**config.mk**
```make
export PLATFORM = sky130hd
export DESIGN_NAME = coef_loader_flat
export DESIGN_NICKNAME = d
export VERILOG_FILES = /design/src/rtl/coef_loader_if.sv /design/src/rtl/coef_loader.sv /design/src/flat_wrapper.sv
export SDC_FILE = /design/constraint.sdc
export NUM_CORES = 1
export LEC_CHECK = 0
export ABC_AREA = 1
export CORE_AREA = 2 2 134 84
export CTS_BUF_LIST = sky130_fd_sc_hd__clkbuf_8
export CTS_CLUSTER_DIAMETER = 30
export DETAILED_ROUTE_END_ITERATION = 10
export DIE_AREA = 0 0 136 86
export GPL_TIMING_DRIVEN = 0
export PLACE_DENSITY = 0.89
export REMOVE_ABC_BUFFERS = 1
export SYNTH_ARGS = -nofsm -noshare
export SYNTH_HDL_FRONTEND = slang
export SYNTH_SLANG_ARGS = --single-unit
```
**constraint.sdc**
```tcl
create_clock -name clk -period 2.79 [get_ports clk]
set_input_delay 0.4185 -clock clk [delete_from_list [all_inputs] [get_ports clk]]
set_output_delay 0.4185 -clock clk [all_outputs]
set_load 0.02 [all_outputs]
```
**src/rtl/coef_loader_if.sv**
```systemverilog
// Word-stream handshake between a coefficient source and the loader.
// The master drives valid/data/last, and the slave answers with ready.
interface coef_loader_if;
    logic       in_valid;
    logic       in_ready;
    logic [1:0] in_data;
    logic       in_last;

    modport master (output in_valid, output in_data, output in_last, input in_ready);
    modport slave  (input in_valid, input in_data, input in_last, output in_ready);
endinterface

```
**src/rtl/coef_loader.sv**
```systemverilog
// Receives 24-word coefficient frames into a shadow set and range-checks each pair.
// Commits the set atomically to the root solver's inputs, or rejects the frame with a cause code.
module coef_loader #(
    parameter int TIMEOUT = 1024,
    parameter int NPAIR   = 12
) (
    input  logic         clk,
    input  logic         reset,
    coef_loader_if.slave src,
    output logic [1:0]   z01,
    output logic [1:0]   z02,
    output logic [1:0]   z03,
    output logic [1:0]   z04,
    output logic [1:0]   z05,
    output logic [1:0]   z06,
    output logic [1:0]   z07,
    output logic [1:0]   z08,
    output logic [1:0]   z09,
    output logic [1:0]   z010,
    output logic [1:0]   z011,
    output logic [1:0]   z012,
    output logic [1:0]   z11,
    output logic [1:0]   z12,
    output logic [1:0]   z13,
    output logic [1:0]   z14,
    output logic [1:0]   z15,
    output logic [1:0]   z16,
    output logic [1:0]   z17,
    output logic [1:0]   z18,
    output logic [1:0]   z19,
    output logic [1:0]   z110,
    output logic [1:0]   z111,
    output logic [1:0]   z112,
    output logic         coef_valid,
    output logic         solver_restart,
    output logic         frame_err,
    output logic [1:0]   err_code
);

    localparam int NWORD = 2 * NPAIR;
    localparam int WCW   = $clog2(NWORD + 1);
    localparam int ICW   = $clog2(TIMEOUT + 1);
    localparam int PCW   = (NPAIR > 1) ? $clog2(NPAIR) : 1;

    localparam logic [1:0] ERR_NONE    = 2'b00;
    localparam logic [1:0] ERR_LEN     = 2'b01;
    localparam logic [1:0] ERR_TIMEOUT = 2'b10;
    localparam logic [1:0] ERR_RANGE   = 2'b11;

    typedef enum logic [1:0] {
        ST_IDLE   = 2'd0,
        ST_LOAD   = 2'd1,
        ST_CHECK  = 2'd2,
        ST_COMMIT = 2'd3
    } state_t;

    state_t           state_reg;
    state_t           state_next;
    logic [WCW-1:0]   word_cnt_reg;
    logic [ICW-1:0]   idle_cnt_reg;
    logic [PCW-1:0]   pair_reg;
    logic [1:0]       shadow0_reg [NPAIR];
    logic [1:0]       shadow1_reg [NPAIR];
    logic [1:0]       act0_reg    [NPAIR];
    logic [1:0]       act1_reg    [NPAIR];
    logic             coef_valid_reg;
    logic             restart_reg;
    logic             frame_err_reg;
    logic [1:0]       err_code_reg;

    logic             in_ready_c;
    logic             reject_c;
    logic             commit_c;
    logic [1:0]       reject_code_c;

    logic             accept;
    logic [WCW-1:0]   cur_idx;
    logic             at_last_slot;
    logic             len_bad;
    logic             frame_done;
    logic             timeout_hit;
    logic [2:0]       pair_diff;
    logic             range_bad;
    logic             pair_last;
    logic [NPAIR-1:0] we0;
    logic [NPAIR-1:0] we1;

    // In IDLE the incoming word is always word 0, whatever the stale count holds.
    assign accept       = src.in_valid & in_ready_c;
    assign cur_idx      = (state_reg == ST_LOAD) ? word_cnt_reg : '0;
    assign at_last_slot = (cur_idx == WCW'(NWORD - 1));
    assign len_bad      = accept & (src.in_last ^ at_last_slot);
    assign frame_done   = accept & src.in_last & at_last_slot;
    assign timeout_hit  = (state_reg == ST_LOAD) & ~accept
                        & (idle_cnt_reg == ICW'(TIMEOUT - 1));

    // Differences of +/-3 alias in the solver's decoder, so they are refused here.
    assign pair_diff = {shadow1_reg[pair_reg][1], shadow1_reg[pair_reg]}
                     - {shadow0_reg[pair_reg][1], shadow0_reg[pair_reg]};
    assign range_bad = (state_reg == ST_CHECK)
                     & ((pair_diff == 3'b011) | (pair_diff == 3'b101));
    assign pair_last = (pair_reg == PCW'(NPAIR - 1));

    genvar gi;
    generate
        for (gi = 0; gi < NPAIR; gi++) begin : g_we
            assign we0[gi] = accept & (cur_idx == WCW'(gi));
            assign we1[gi] = accept & (cur_idx == WCW'(gi + NPAIR));
        end
    endgenerate

    always_ff @(posedge clk or negedge reset) begin
        if (!reset) begin
            state_reg <= ST_IDLE;
        end else begin
            state_reg <= state_next;
        end
    end

    always_comb begin
        state_next = state_reg;
        case (state_reg)
            ST_IDLE: begin
                if (accept) begin
                    state_next = len_bad ? ST_IDLE : ST_LOAD;
                end
            end
            ST_LOAD: begin
                if (len_bad || timeout_hit) begin
                    state_next = ST_IDLE;
                end else if (frame_done) begin
                    state_next = ST_CHECK;
                end
            end
            ST_CHECK: begin
                if (range_bad) begin
                    state_next = ST_IDLE;
                end else if (pair_last) begin
                    state_next = ST_COMMIT;
                end
            end
            ST_COMMIT: state_next = ST_IDLE;
            default:   state_next = ST_IDLE;
        endcase
    end

    always_comb begin
        in_ready_c    = (state_reg == ST_IDLE) || (state_reg == ST_LOAD);
        commit_c      = (state_reg == ST_COMMIT);
        reject_c      = len_bad | timeout_hit | range_bad;
        reject_code_c = ERR_NONE;
        if (len_bad) begin
            reject_code_c = ERR_LEN;
        end else if (timeout_hit) begin
            reject_code_c = ERR_TIMEOUT;
        end else if (range_bad) begin
            reject_code_c = ERR_RANGE;
        end
    end

    assign src.in_ready = in_ready_c;

    always_ff @(posedge clk or negedge reset) begin
        if (!reset) begin
            word_cnt_reg   <= '0;
            idle_cnt_reg   <= '0;
            pair_reg       <= '0;
            coef_valid_reg <= 1'b0;
            restart_reg    <= 1'b0;
            frame_err_reg  <= 1'b0;
            err_code_reg   <= ERR_NONE;
            for (int k = 0; k < NPAIR; k++) begin
                shadow0_reg[k] <= '0;
                shadow1_reg[k] <= '0;
                act0_reg[k]    <= '0;
                act1_reg[k]    <= '0;
            end
        end else begin
            restart_reg   <= commit_c;
            frame_err_reg <= reject_c;
            if (accept) begin
                word_cnt_reg <= cur_idx + WCW'(1);
            end
            if ((state_reg == ST_LOAD) && !accept && !timeout_hit) begin
                idle_cnt_reg <= idle_cnt_reg + ICW'(1);
            end else begin
                idle_cnt_reg <= '0;
            end
            // Index restarts at 0 on any way out of CHECK, including a range reject.
            if ((state_reg == ST_CHECK) && (state_next == ST_CHECK)) begin
                pair_reg <= pair_reg + PCW'(1);
            end else begin
                pair_reg <= '0;
            end
            for (int k = 0; k < NPAIR; k++) begin
                if (we0[k]) shadow0_reg[k] <= src.in_data;
                if (we1[k]) shadow1_reg[k] <= src.in_data;
            end
            if (reject_c) begin
                err_code_reg <= reject_code_c;
            end
            if (commit_c) begin
                for (int k = 0; k < NPAIR; k++) begin
                    act0_reg[k] <= shadow0_reg[k];
                    act1_reg[k] <= shadow1_reg[k];
                end
                coef_valid_reg <= 1'b1;
                err_code_reg   <= ERR_NONE;
            end
        end
    end

    assign coef_valid     = coef_valid_reg;
    assign solver_restart = restart_reg;
    assign frame_err      = frame_err_reg;
    assign err_code       = err_code_reg;

    assign z01  = act0_reg[0];
    assign z02  = act0_reg[1];
    assign z03  = act0_reg[2];
    assign z04  = act0_reg[3];
    assign z05  = act0_reg[4];
    assign z06  = act0_reg[5];
    assign z07  = act0_reg[6];
    assign z08  = act0_reg[7];
    assign z09  = act0_reg[8];
    assign z010 = act0_reg[9];
    assign z011 = act0_reg[10];
    assign z012 = act0_reg[11];
    assign z11  = act1_reg[0];
    assign z12  = act1_reg[1];
    assign z13  = act1_reg[2];
    assign z14  = act1_reg[3];
    assign z15  = act1_reg[4];
    assign z16  = act1_reg[5];
    assign z17  = act1_reg[6];
    assign z18  = act1_reg[7];
    assign z19  = act1_reg[8];
    assign z110 = act1_reg[9];
    assign z111 = act1_reg[10];
    assign z112 = act1_reg[11];

endmodule

```
**src/flat_wrapper.sv**
```systemverilog
// flat-port wrapper written by rule: the top's interface ports become plain ports
module coef_loader_flat 
#(
    parameter int TIMEOUT = 1024,
    parameter int NPAIR   = 12
)
  (clk, reset, z01, z02, z03, z04, z05, z06, z07, z08, z09, z010, z011, z012, z11, z12, z13, z14, z15, z16, z17, z18, z19, z110, z111, z112, coef_valid, solver_restart, frame_err, err_code, src_in_valid, src_in_data, src_in_last, src_in_ready);
  coef_loader_if src_i ();
  input  logic clk;
  input  logic reset;
  output logic [1:0] z01;
  output logic [1:0] z02;
  output logic [1:0] z03;
  output logic [1:0] z04;
  output logic [1:0] z05;
  output logic [1:0] z06;
  output logic [1:0] z07;
  output logic [1:0] z08;
  output logic [1:0] z09;
  output logic [1:0] z010;
  output logic [1:0] z011;
  output logic [1:0] z012;
  output logic [1:0] z11;
  output logic [1:0] z12;
  output logic [1:0] z13;
  output logic [1:0] z14;
  output logic [1:0] z15;
  output logic [1:0] z16;
  output logic [1:0] z17;
  output logic [1:0] z18;
  output logic [1:0] z19;
  output logic [1:0] z110;
  output logic [1:0] z111;
  output logic [1:0] z112;
  output logic coef_valid;
  output logic solver_restart;
  output logic frame_err;
  output logic [1:0] err_code;
  input wire logic [$bits(src_i.in_valid)-1:0] src_in_valid;
  input wire logic [$bits(src_i.in_data)-1:0] src_in_data;
  input wire logic [$bits(src_i.in_last)-1:0] src_in_last;
  output wire logic [$bits(src_i.in_ready)-1:0] src_in_ready;
  assign src_i.in_valid = src_in_valid;
  assign src_i.in_data = src_in_data;
  assign src_i.in_last = src_in_last;
  assign src_in_ready = src_i.in_ready;
  coef_loader #(.TIMEOUT(TIMEOUT), .NPAIR(NPAIR)) u_core (.clk(clk), .reset(reset), .src(src_i), .z01(z01), .z02(z02), .z03(z03), .z04(z04), .z05(z05), .z06(z06), .z07(z07), .z08(z08), .z09(z09), .z010(z010), .z011(z011), .z012(z012), .z11(z11), .z12(z12), .z13(z13), .z14(z14), .z15(z15), .z16(z16), .z17(z17), .z18(z18), .z19(z19), .z110(z110), .z111(z111), .z112(z112), .coef_valid(coef_valid), .solver_restart(solver_restart), .frame_err(frame_err), .err_code(err_code));
endmodule
```
==> impl_metrics.ini <==
[timing]
slew_viol_final = 0
whs_ps = 388
period_share_pct = 102
setup_violations = 2
slew-limit-headroom_pct = 49.1
tightestPinTransition_ps = 760
finClkSkew_ps = 6.75
finalWorstSetupSlack_ps = -48.0
setup_tns_ps = -91.3
clock.fmax_mhz = 352
period_needed_ps = 2840
hold_viol = 0
rsz0062_at_grt = yes

[die]
ios = 60
dieWidth_um = 136
die_h_um = 86
core_mm2 = 0.0104
die-area_mm2 = 0.0117
rows = 29
start_util_pct = 52.3

[placed_design]
place_congestion = 0.924
hpwl_mm = 8.96
portBuffers = 59

[layout]
fill_cells = 824
drive_above_1_share_pct = 11.1
fin_util_pct = 65.0
diodes = 0
final_common_cell = nand2_1
nets = 724
mostFrequentLayoutCells = 185 x nand2_1, 121 x dfrtp_1, 102 x o21ai_0
syn_to_final_growth_pct = 24.3

[worst_setup_path]
path_class = reg2reg
worstReg2RegStart = u_core.pair_reg[0]$_DFF_PN0_
end_kind = flip-flop
arrival_ps = 3150
required_ps = 3110
crit_start = u_core.pair_reg[0]$_DFF_PN0_
cp_max_fo = 7
start_kind = flip-flop

[cts]
cts.htree.levels = 4
cts.path.max_buffers = 2
clkLatencyLatePin_ps = 440
clk_root_buffer_cell = clkbuf_8
clock_sinks = 123
cts_buffers = 17
cts_tree = done
cts.clk_slew.worst_paths_ps = 70

[detailed_routing]
drt-total-wl_mm = 13.5
wl_per_cell_um = 15.7
viasPerCell = 5.49
vias = 4729
ant_nets = 0
first_iter_violations = 540
dr.pass1.iters = 6
drc = 0

[synth]
synthCells = 641
yosysTopAreaCell = dfrtp_1
synth_area_leaders = dfrtp_1 57%, nand2_1 13%, o21ai_0 9.9%
ys_warn_count = 0
netlist-cell-type-count = 27
ys_ff_latch = 123
yosysTopAreaCellShare_pct = 56.7
syn_area_mm2 = 0.00543
ys_seq_area_share_pct = 56.7
syn_area_per_cell_um2 = 8.46

[status]
run_status = finished with violations
violations = negative setup slack

[grt]
grt_pass1_vias = 4581
antenna_found_initial = 0
grt_pass1_wl_mm = 22.0
grt_start_max_net_pins = 103
grt.overflow.total = 0
grt.total_usage_pct = 24.3

[power_and_ir_drop]
power.density_mw_per_mm2 = 580
leakage_nw = 3.14
power_mw = 3.91
ir_drop_mv = 0.390

[hold_path]
hold_path_class = in2async

[run]
cap_violations = 0
==> synthesized netlist by cell type <==
cell type	count
a31oi_1	1
nand4_2	1
o211ai_1	2
clkbuf_1	21
ha_1	8
inv_1	69
nor2_2	1
dfrtp_1	123
nand2_1	188
nand3_2	4
o21ai_0	107
buf_2	1
nor2_1	42
inv_2	1
nand3_1	22
or2_2	1
nor3b_1	4
nand3b_1	1
xor2_1	3
fa_1	1
clkinv_1	1
nand2_2	2
nor3_1	2
nor2_4	1
a21oi_1	27
xnor2_1	2
nand4_1	5
==> per-stage QoR <==
stage / cells / area (µm²) / worst slack, ps
after floorplan: 619 / 5340 / -108
after global placement: 817 / 6110 / -3100
after detailed placement: 819 / 6160 / -938
after CTS: 859 / 6650 / 22.3
after global routing: 861 / 6740 / -201
final: 861 / 6740 / -48.0
==> cell type report <==
type | instances | area (µm²) | share of cell area [%]
flip-flops and latches | 123 | 3080 | 45.7
multi-input cells | 425 | 2070 | 30.7
repair buffers | 69 | 713 | 10.6
clock buffers | 22 | 303 | 4.49
inverters | 71 | 274 | 4.06
well taps | 139 | 174 | 2.58
clock inverters | 10 | 113 | 1.67
repair inverters | 2 | 15.0 | 0.223
==> routing by layer <==
layer	vias up	share of wire (%)	track usage, %
li1	2195	-	-
met1	2264	44	34.2
met2	236	45	35.5
met3	34	8.8	7.27
met4	0	2.1	9.47
met5	-	0	0
==> path summary, 6_finish.rpt <==
check | end | slack [ps] | depth (start not counted)
max | u_core.err_code[1]$_DFFE_PN0P_ | -50 | 16
min | u_core.z04[1]$_DFFE_PN0P_ | 390 | 2
max reg2reg | u_core.err_code[1]$_DFFE_PN0P_ | -50 | 16
min reg2reg | u_core.idle_cnt_reg[0]$_DFF_PN0_ | 470 | 1
max in group asynchronous | u_core.pair_reg[0]$_DFF_PN0_ | 1590 | 3
min in group clk | u_core.idle_cnt_reg[0]$_DFF_PN0_ | 470 | 1
==> worst max-delay path, stage by stage (launching register included) <==
cell and delay (ps):
dfrtp_4 540, clkinvlp_4 270, a21oi_2 170, o21ai_0 130, nand2_1 80, nand2_1 50, nand2_2 130, ha_4 130
inv_2 30, fa_1 500, inv_2 50, a21oi_2 130, o21ai_2 90, nor2_2 170, nor2_2 70, nand4_1 90
nand2_1 70
==> power by group <==
group	leakage [nW]	switching (mW)	total (mW)	internal (mW)
clock	0.211	0.706	1.62	0.910
sequential	1.53	0.0526	1.93	1.88
combinational	1.39	0.263	0.368	0.105
==> kinds of logic (layout without fill, tap and decap cells) <==
kind of cell	after synthesis	in the layout	share of synthesized area (%)
AO/OA/AOI/OAI	137	137	12.8
XOR/XNOR	5	5	0.807
AND/OR/NAND/NOR	274	274	21.0
flip-flops	123	123	56.7
buffers and inverters	93	174	6.46
adder cells (fa/ha/maj)	9	9	2.21
==> timing repair <==
| action | 4_1_cts | 5_1_grt |
|---|---|---|
| cloned | 1 | 1 |
| hold buffers | 1 | 0 |
| endpoints found under the hold margin | 21 | 0 |
| setup buffers | 6 | 2 |
| endpoints found under the setup margin | 9 | 8 |
| gates resized for setup | 9 | 26 |
| pin swaps | 0 | 11 |
Power figures use the tool's default switching activity.
==> edit (same flow settings) <==
Reset style: synchronous (`reset`), changed in 2 clocked blocks.
--- a/src/rtl/coef_loader.sv
+++ b/src/rtl/coef_loader.sv
@@ -109,7 +109,7 @@
         end
     endgenerate
 
-    always_ff @(posedge clk or negedge reset) begin
+    always_ff @(posedge clk) begin
         if (!reset) begin
             state_reg <= ST_IDLE;
         end else begin
@@ -160,7 +160,7 @@
 
     assign src.in_ready = in_ready_c;
 
-    always_ff @(posedge clk or negedge reset) begin
+    always_ff @(posedge clk) begin
         if (!reset) begin
             word_cnt_reg   <= '0;
             idle_cnt_reg   <= '0;
Function: differs if reset is asserted again (counterexample within 4 cycles, from zero or initial values and one cycle with reset low); with reset held inactive, the same outputs for 10 cycles.
==> edit against the unedited design <==
The flow still finishes with violations (negative setup slack); final area increased by 0.76%; sequential power increased by 7%; power increased by 3.5%; sequential share of layout area increased by 4.8 points; maximum frequency decreased by 4.4%; area after synthesis increased by 0.23%; setup slack got worse by 130 ps; sequential cell count unchanged; die area unchanged; worst hold slack improved by 57 ps; routed wire length decreased by 8.8%.
==> edit: results (changes against the unedited design) <==
metric	value	unit	change
skew	10.5	ps	+3.75 ps
p_leak	2.72	nW	-13%
nets	647		-11%
grt_pass1_wl	19500	um	-11%
viasPerCell	5.26		-4.3%
dp_hpwl	7720	um	-14%
layout-drive-gt1-share	0.127		+0.0165
synth.area.top_cells	edfxtp_1, dfxtp_1, nor2_1		
dp.cells	738		-9.9%
finalHoldWorstSlack	445	ps	+57.0 ps
nFillCells	795		-3.5%
startpoint	u_core.pair_reg[0]		
finalWorstSetupSlack	-177	ps	-129 ps
violations	negative setup slack		
grt_pass1_vias	3980		-13%
ys_types	32		+19%
firstDrtPassIters	5		-1
place_congestion	0.876		-5.2%
async_reset_ff_frac	0		-1.00
status	complete, but fails checks		
tightest_slew	1200	ps	+443 ps
switching_power	885	uW	-13%
final_cells	783		-9.1%
finalSetupViolations	5		+3
synth_cells	561		-12%
==> edit: worst paths after layout <==
kind,cells past startpoint,end
worst max-delay path,18,u_core.pair_reg[0]
worst min register to register,2,u_core.coef_valid
worst min-delay path,2,u_core.coef_valid
worst max register to register,18,u_core.pair_reg[0]
==> edit: kinds of logic (layout without fill, tap and decap cells) <==
| family | count (synthesis) | count (layout) | share of synthesized area |
|---|---|---|---|
| and+or+nand+nor | 237 | 237 | 0.184 |
| DFF | 123 | 123 | 0.630 |
| buffers and inverters | 107 | 190 | 0.0769 |
| AOI/OAI and AO/OA | 76 | 76 | 0.0725 |
| adders and majority gates | 9 | 9 | 0.0221 |
| xor gates and xnor gates | 5 | 5 | 0.00805 |
| muxes | 4 | 4 | 0.00736 |
==> edit: power by group through the flow <==
stage | Combinational (mW) | Sequential (mW) | Clock, mW
2_1_floorplan | 0.0990 | 2.14 | 0
3_3_place_gp | 0.240 | 2.10 | 0
3_5_place_dp | 0.251 | 2.11 | 0
4_1_cts | 0.263 | 2.06 | 1.72
5_1_grt | 0.294 | 2.07 | 1.80
6_report | 0.270 | 2.07 | 1.72
==> edit: metrics by stage <==
| step | TNS [ps] | instance area, um2 | setup slack, ps | utilization |
|---|---|---|---|---|
| detailed placement | -8860 | 6120 | -1170 | 0.590 |
| CTS | -110 | 6700 | -52.2 | 0.645 |
| global route | -1710 | 6790 | -303 | 0.655 |
| global placement | -135700 | 6100 | -1510 | 0.588 |
| finish | -784 | 6790 | -177 | 0.655 |
| floorplan | -1290 | 5340 | -237 | - |
==> edit: layer usage <==
metal	wire, um	track usage
met1	5130	0.291
met2	5820	0.360
met3	1230	0.0585
met4	156	0.0805
met5	0	0
==> edit: area by class of cell <==
type                            count  share of cell area
Sequential cell                   123               0.505
Multi-Input combinational cell    331               0.247
Timing Repair Buffer               74               0.113
Inverter                           85              0.0475
Clock buffer                       17              0.0344
Clock inverter                     14              0.0276
Tap cell                          139              0.0256
==> edit: repair_timing <==
item / CTS / global route
setup endpoints to repair: 9 / 9
resized for setup: 23 / 31
setup buffers: 11 / 3
pin swaps: 6 / 14
==> edit: worst max-delay path, cell delays in order, from the launching register on <==
cell     delay (ps)
dfxtp_4         380
buf_6           140
a21oi_1         190
o21ai_2          90
o21ai_1          80
nand2_1         100
a21oi_2         200
a21oi_2          50
ha_2            200
inv_2            60
fa_1            440
inv_1            90
a21oi_2          60
nand2_2         120
nand2_4          90
inv_2            60
nand4_1         220
nand4_4         240
nor2_1           50
